[config.mk]
export PLATFORM = sky130hd
export DESIGN_NAME = imm_ext_pipe_flat
export DESIGN_NICKNAME = d
export VERILOG_FILES = /design/src/rtl/imm_ext_pipe_pkg.sv /design/src/rtl/imm_ext_pipe_if.sv /design/src/rtl/imm_ext_core.sv /design/src/rtl/imm_ext_pipe.sv /design/src/flat_wrapper.sv
export SDC_FILE = /design/constraint.sdc
export NUM_CORES = 1
export LEC_CHECK = 0
export ABC_AREA = 1
export ABC_CLOCK_PERIOD_IN_PS = 2600
export BUFFER_PORTS_ARGS = -buffer_cell sky130_fd_sc_hd__buf_4
export CAP_MARGIN = 20
export CELL_PAD_IN_SITES_DETAIL_PLACEMENT = 1
export CELL_PAD_IN_SITES_GLOBAL_PLACEMENT = 1
export CORE_MARGIN = 3
export CORE_UTILIZATION = 35
export CTS_BUF_LIST = sky130_fd_sc_hd__clkbuf_2 sky130_fd_sc_hd__clkbuf_4 sky130_fd_sc_hd__clkbuf_8
export CTS_CLUSTER_SIZE = 14
export DETAILED_ROUTE_END_ITERATION = 8
export HOLD_SLACK_MARGIN = 0.03
export PLACE_DENSITY = 0.83
export RECOVER_POWER = 100
export SLEW_MARGIN = 10
export SYNTH_ARGS = -nofsm -noshare
export SYNTH_HDL_FRONTEND = slang
export SYNTH_SLANG_ARGS = --single-unit
[constraint.sdc]
create_clock -name clk -period 2.6 [get_ports clk]
set_input_delay 0.13 -clock clk [delete_from_list [all_inputs] [get_ports clk]]
set_output_delay 0.13 -clock clk [all_outputs]
set_load 0.1 [all_outputs]
[src/rtl/imm_ext_pipe_pkg.sv]
// Shared decode constants and default widths for the immediate-extension stage.
// Also holds the parameter legality rule used by the elaboration check.
package imm_ext_pipe_pkg;

   localparam int unsigned DATA_W = 32;
   localparam int unsigned IMM_W  = 16;
   localparam int unsigned REG_W  = 5;

   typedef enum logic [1:0] {
      IMM_SIGN   = 2'd0,
      IMM_ZERO   = 2'd1,
      IMM_UPPER  = 2'd2,
      IMM_BRANCH = 2'd3
   } imm_mode_e;

   function automatic bit legal_params(int unsigned in_w, int unsigned out_w,
                                        int unsigned depth);
      return (in_w >= 2) && (in_w + 2 <= out_w) &&
             ((depth == 2) || (depth == 4) || (depth == 8));
   endfunction

endpackage

[src/rtl/imm_ext_pipe_if.sv]
// Handshake bundle for the immediate-extension stage: producer side, consumer side,
// flush and occupancy. The stage itself uses the slave view.
interface imm_ext_pipe_if #(
   parameter int unsigned IN_W  = 16,
   parameter int unsigned OUT_W = 32,
   parameter int unsigned TAG_W = 5,
   parameter int unsigned DEPTH = 2
);
   localparam int unsigned CNT_W = $clog2(DEPTH) + 1;

   logic             flush;
   logic             in_valid;
   logic             in_ready;
   logic [IN_W-1:0]  in_imm;
   logic [1:0]       in_mode;
   logic [TAG_W-1:0] in_tag;
   logic             out_valid;
   logic             out_ready;
   logic [OUT_W-1:0] out_data;
   logic [TAG_W-1:0] out_tag;
   logic [CNT_W-1:0] count;

   modport master (
      output flush, in_valid, in_imm, in_mode, in_tag, out_ready,
      input  in_ready, out_valid, out_data, out_tag, count
   );

   modport slave (
      input  flush, in_valid, in_imm, in_mode, in_tag, out_ready,
      output in_ready, out_valid, out_data, out_tag, count
   );
endinterface

[src/rtl/imm_ext_core.sv]
// Purely combinational immediate extender: sign, zero, upper and branch-offset forms.
module imm_ext_core
   import imm_ext_pipe_pkg::*;
#(
   parameter int unsigned IN_W  = IMM_W,
   parameter int unsigned OUT_W = DATA_W
) (
   input  logic [IN_W-1:0]  imm,
   input  logic [1:0]       mode,
   output logic [OUT_W-1:0] data
);
   logic [OUT_W-1:0] sext;

   assign sext = {{(OUT_W-IN_W){imm[IN_W-1]}}, imm};

   always_comb begin
      data = sext;
      unique case (imm_mode_e'(mode))
         IMM_SIGN:   data = sext;
         IMM_ZERO:   data = {{(OUT_W-IN_W){1'b0}}, imm};
         IMM_UPPER:  data = {imm, {(OUT_W-IN_W){1'b0}}};
         // Word offset: the sign-extended value times four, top two bits dropped.
         IMM_BRANCH: data = {sext[OUT_W-3:0], 2'b00};
      endcase
   end
endmodule

[src/rtl/imm_ext_pipe.sv]
// Registered ID->EX immediate-extension stage: extends at the write edge and buffers
// results with their tags in a small FIFO with valid/ready on both sides and flush.
module imm_ext_pipe
   import imm_ext_pipe_pkg::*;
#(
   parameter int unsigned IN_W  = IMM_W,
   parameter int unsigned OUT_W = DATA_W,
   parameter int unsigned TAG_W = REG_W,
   parameter int unsigned DEPTH = 2
) (
   input logic           clk,
   input logic           rst_n,
   imm_ext_pipe_if.slave bus
);
   localparam int unsigned PTR_W = $clog2(DEPTH);
   localparam int unsigned CNT_W = $clog2(DEPTH) + 1;
   localparam logic [CNT_W-1:0] FULL = CNT_W'(DEPTH);

   if (!legal_params(IN_W, OUT_W, DEPTH)) begin : g_param_check
      $error("imm_ext_pipe: illegal parameters IN_W=%0d OUT_W=%0d DEPTH=%0d",
             IN_W, OUT_W, DEPTH);
   end

   logic [OUT_W-1:0] ext_data;
   logic [OUT_W-1:0] mem_data [DEPTH];
   logic [TAG_W-1:0] mem_tag  [DEPTH];
   logic [PTR_W-1:0] wr_ptr_q;
   logic [PTR_W-1:0] rd_ptr_q;
   logic [CNT_W-1:0] count_q;
   logic             push;
   logic             pop;

   imm_ext_core #(
      .IN_W  (IN_W),
      .OUT_W (OUT_W)
   ) u_core (
      .imm  (bus.in_imm),
      .mode (bus.in_mode),
      .data (ext_data)
   );

   // A pop in the same cycle frees the slot, so a full FIFO still accepts.
   assign bus.in_ready  = (count_q < FULL) || bus.out_ready;
   assign bus.out_valid = (count_q != '0);
   assign bus.out_data  = mem_data[rd_ptr_q];
   assign bus.out_tag   = mem_tag[rd_ptr_q];
   assign bus.count     = count_q;

   assign push = bus.in_valid && bus.in_ready && !bus.flush;
   assign pop  = bus.out_valid && bus.out_ready && !bus.flush;

   always_ff @(posedge clk or negedge rst_n) begin
      if (!rst_n) begin
         wr_ptr_q <= '0;
         rd_ptr_q <= '0;
         count_q  <= '0;
         for (int i = 0; i < DEPTH; i++) begin
            mem_data[i] <= '0;
            mem_tag[i]  <= '0;
         end
      end else if (bus.flush) begin
         wr_ptr_q <= '0;
         rd_ptr_q <= '0;
         count_q  <= '0;
      end else begin
         if (push) begin
            mem_data[wr_ptr_q] <= ext_data;
            mem_tag[wr_ptr_q]  <= bus.in_tag;
            wr_ptr_q           <= wr_ptr_q + PTR_W'(1);
         end
         if (pop) begin
            rd_ptr_q <= rd_ptr_q + PTR_W'(1);
         end
         if (push && !pop) begin
            count_q <= count_q + CNT_W'(1);
         end else if (pop && !push) begin
            count_q <= count_q - CNT_W'(1);
         end
      end
   end
endmodule

[src/flat_wrapper.sv]
// flat-port wrapper written by rule: the top's interface ports become plain ports
module imm_ext_pipe_flat import imm_ext_pipe_pkg::*;
#(
   parameter int unsigned IN_W  = IMM_W,
   parameter int unsigned OUT_W = DATA_W,
   parameter int unsigned TAG_W = REG_W,
   parameter int unsigned DEPTH = 2
)
  (clk, rst_n, bus_flush, bus_in_valid, bus_in_imm, bus_in_mode, bus_in_tag, bus_out_ready, bus_in_ready, bus_out_valid, bus_out_data, bus_out_tag, bus_count);
  imm_ext_pipe_if #(.IN_W(IN_W), .OUT_W(OUT_W), .TAG_W(TAG_W), .DEPTH(DEPTH)) bus_i ();
  input logic clk;
  input logic rst_n;
  input wire logic [$bits(bus_i.flush)-1:0] bus_flush;
  input wire logic [$bits(bus_i.in_valid)-1:0] bus_in_valid;
  input wire logic [$bits(bus_i.in_imm)-1:0] bus_in_imm;
  input wire logic [$bits(bus_i.in_mode)-1:0] bus_in_mode;
  input wire logic [$bits(bus_i.in_tag)-1:0] bus_in_tag;
  input wire logic [$bits(bus_i.out_ready)-1:0] bus_out_ready;
  output wire logic [$bits(bus_i.in_ready)-1:0] bus_in_ready;
  output wire logic [$bits(bus_i.out_valid)-1:0] bus_out_valid;
  output wire logic [$bits(bus_i.out_data)-1:0] bus_out_data;
  output wire logic [$bits(bus_i.out_tag)-1:0] bus_out_tag;
  output wire logic [$bits(bus_i.count)-1:0] bus_count;
  assign bus_i.flush = bus_flush;
  assign bus_i.in_valid = bus_in_valid;
  assign bus_i.in_imm = bus_in_imm;
  assign bus_i.in_mode = bus_in_mode;
  assign bus_i.in_tag = bus_in_tag;
  assign bus_i.out_ready = bus_out_ready;
  assign bus_in_ready = bus_i.in_ready;
  assign bus_out_valid = bus_i.out_valid;
  assign bus_out_data = bus_i.out_data;
  assign bus_out_tag = bus_i.out_tag;
  assign bus_count = bus_i.count;
  imm_ext_pipe #(.IN_W(IN_W), .OUT_W(OUT_W), .TAG_W(TAG_W), .DEPTH(DEPTH)) u_core (.clk(clk), .rst_n(rst_n), .bus(bus_i));
endmodule
==> impl_metrics.py <==
metrics = {
    "place": {
        "placed_area_mm2": 0.00433,
        "gp_congestion": 0.830,
        "portBuffers": 68,
        "dp_hpwl_mm": 7.10,
        "placed_cells": 677,
    },
    "layout": {
        "n_fill_cell": 1334,
        "fin_area_mm2": 0.00447,
        "finalNetCount": 581,
        "final-instance-count-excl-fill": 693,
        "final_cell_mix": "nand2_1, dfrtp_1, o21ai_0, inv_1, buf_4",
        "drive_gt1_share_pct": 16.3,
        "areaGrowthSynthToFinish_pct": 18.9,
        "diodes": 0,
        "layout_commonest_cell": "nand2_1",
    },
    "worst_hold_path": {
        "min-delay-start": "bus_in_tag[3]",
        "hold_depth": 3,
        "min_to": "u_core.mem_tag[8]$_DFFE_PN0P_",
        "holdCritPathClass": "in2reg",
    },
    "grt": {
        "global_route.overflow_total": 0,
        "antenna_found_initial": 0,
        "grt_first_pass_wirelength_mm": 17.5,
        "first_global_vias": 3582,
        "grt_max_degree": 79,
        "grt.total_usage_pct": 18.6,
    },
    "floorplan": {
        "rows": 37,
        "die_area_mm2": 0.0120,
        "start_util_pct": 36.3,
        "fp.coreArea_mm2": 0.0104,
        "ios": 69,
        "die_w_um": 110,
        "die_h_um": 110,
    },
    "synthesis": {
        "syn-num-nets": 523,
        "synth.area.top_cells": "dfrtp_1, nand2_1, o21ai_1, inv_1, o21ai_0",
        "synth.top_cell.area_share_pct": 51.9,
        "syn-cell-area_mm2": 0.00376,
        "synth.distinct_cells": 23,
        "synth_warnings": 0,
        "ys_ff_latch": 78,
        "seq_area_frac_synth_pct": 51.9,
        "syn_area_per_cell_um2": 7.60,
        "yosysTopAreaCell": "dfrtp_1",
        "postSynthCellCount": 495,
    },
    "setup_path": {
        "cp_common_cell": "nand2_1",
        "path_depth": 5,
        "end_kind": "output port",
        "r2r_slack_ns": 0.48,
        "worstPathMaxFanout": 24,
        "cp_slowest_cell": "dfrtp_2",
        "cp_cell_sequence": "clkinv_1 -> clkbuf_1 -> nand2_1 -> nand2_1 -> buf_2",
        "required_ns": 2.47,
        "worst_r2r_path_depth": 7,
        "cp.arrival_ns": 2.18,
        "critPathBufInv": 3,
        "critPathMaxStageDelay_ns": 0.57,
        "worstSetupPathType": "reg2out",
        "r2r-end": "u_core.mem_data[44]$_DFFE_PN0P_",
        "critical-path-top-delay-family": "buffers and inverters",
        "reg2reg_from": "u_core.bus.count[1]$_DFFE_PN0P_",
        "critPathLaunchType": "flop",
    },
    "sta": {
        "relSlewSlack_pct": 22.5,
        "fin_crit_ns": 2.31,
        "setup_viol_count_final": 0,
        "clock.fmax_mhz": 434,
        "tightest_slew_ns": 1.17,
        "fin_crit_sh_pct": 88.7,
        "drv_slew": 0,
        "rsz0062_at_grt": "no",
        "hold_viol": 0,
        "fin_skew_ns": 0.00561,
    },
    "drt": {
        "ant_nets": 0,
        "wl_mm": 10.3,
        "wl_per_cell_um": 14.9,
        "vias": 3367,
        "drc": 0,
        "via_per_inst": 4.86,
        "drt_first_iter_violations": 154,
        "dr.pass1.iters": 4,
    },
    "clocking": {
        "cts-root-buf": "clkbuf_8",
        "cts-resized-gates": 0,
        "path_clk_slew_ns": 0.08,
        "htreeDepth": 3,
        "cts_buffers": 9,
        "cts_tree": "yes",
        "clock_sinks": 78,
        "clk_latency_ns": 0.34,
        "clockBufferDepth": 2,
    },
    "pwr": {
        "clock_power_share_pct": 22.3,
        "combPwrFrac_pct": 43.5,
        "p_total_mw": 4.99,
        "power.density_mw_per_mm2": 1120,
        "p_int_mw": 2.57,
        "leakagePower_nw": 2.35,
        "pwr-share-seq_pct": 34.2,
        "vdd_drop_max_uv": 496,
        "power.switching_mw": 2.42,
        "p_sw_share_pct": 48.4,
    },
    "flow_run": {
        "drv_cap": 0,
    },
    "run_status": {
        "status": "finished clean",
    },
}
[worst max path at each step]
stage,start,end
2_1_floorplan,u_core.rd_ptr_q$_DFFE_PN0P_,bus_out_data[0]
3_3_place_gp,u_core.rd_ptr_q$_DFFE_PN0P_,bus_out_data[28]
3_5_place_dp,u_core.rd_ptr_q$_DFFE_PN0P_,bus_out_data[28]
4_1_cts,u_core.rd_ptr_q$_DFFE_PN0P_,bus_out_data[28]
5_1_grt,u_core.rd_ptr_q$_DFFE_PN0P_,bus_out_data[13]
6_report,u_core.rd_ptr_q$_DFFE_PN0P_,bus_out_data[15]
[power by group through the flow]
| stage | Clock [mW] | Combinational, mW | Sequential, mW |
|---|---|---|---|
| global placement | 0 | 2.25 | 1.71 |
| floorplan | 0 | 1.86 | 1.71 |
| detailed placement | 0 | 2.30 | 1.73 |
| CTS | 1.13 | 2.31 | 1.71 |
| global route | 1.18 | 2.33 | 1.75 |
| finish | 1.11 | 2.17 | 1.71 |
[layout make-up]
type,instances,area [µm²],area share (%)
Sequential cell,78,1950,43.7
Clock inverter,4,95.1,2.13
Clock buffer,11,145,3.25
Inverter,63,239,5.34
Timing Repair Buffer,73,452,10.1
Tap cell,136,170,3.81
Multi-Input combinational cell,328,1420,31.7
[logic make-up after synthesis]
kind of cell	after synthesis	share of synthesized area [%]
and+or+nand+nor	220	22.8
AOI/OAI and AO/OA	108	15.1
buffers and inverters	89	10.1
DFF	78	51.9
[cell usage after synthesis]
| cell type | count |
|---|---|
| a21oi_1 | 2 |
| a21oi_2 | 1 |
| buf_2 | 15 |
| buf_4 | 3 |
| buf_6 | 2 |
| clkbuf_1 | 6 |
| clkinv_1 | 1 |
| dfrtp_1 | 78 |
| inv_1 | 58 |
| inv_2 | 3 |
| inv_4 | 1 |
| nand2_1 | 203 |
| nand2_2 | 3 |
| nand3_1 | 2 |
| nand3_2 | 2 |
| nor2_1 | 8 |
| nor2_2 | 1 |
| nor2_4 | 1 |
| o21ai_0 | 39 |
| o21ai_1 | 50 |
| o21bai_1 | 1 |
| o221ai_1 | 1 |
| o22ai_1 | 14 |
[layer usage]
metal	global-route usage [%]	share of wire [%]	vias to the layer above
met2	31.6	48	80
met1	24.1	46	1621
li1	-	-	1651
met5	0	0	-
met4	4.63	1.3	0
met3	4.17	4.6	15
[metrics by stage]
step	hold slack, ns	utilization [%]	TNS (ns)	setup slack (ns)
after floorplan	-0.166	-	-1.43	-0.239
after global placement	0.354	41.7	0	0.863
after detailed placement	0.363	41.7	0	0.817
after CTS	0.0438	44.2	0	0.446
after global routing	0.0743	43.1	0	0.162
final	0.0673	43.1	0	0.295
[worst min-delay path: cells and delay by family]
kind / cells / cell delay, ns
buffers and inverters: 2 / 0.16
AO/OA/AOI/OAI: 1 / 0.08
[timing repair]
action / CTS / global route
buffers inserted: 0 / 0
endpoints found under the hold margin: 78 / 0
hold buffers: 1 / 0
[registers in the layout, summed over array words and instances, names as in the netlist]
| signal | flops |
|---|---|
| u_core.wr_ptr_q | 1 |
| u_core.rd_ptr_q | 1 |
| u_core.mem_data | 64 |
| u_core.mem_tag | 10 |
| u_core.bus.count | 2 |
Note: power is estimated with default switching activity, not from simulation.
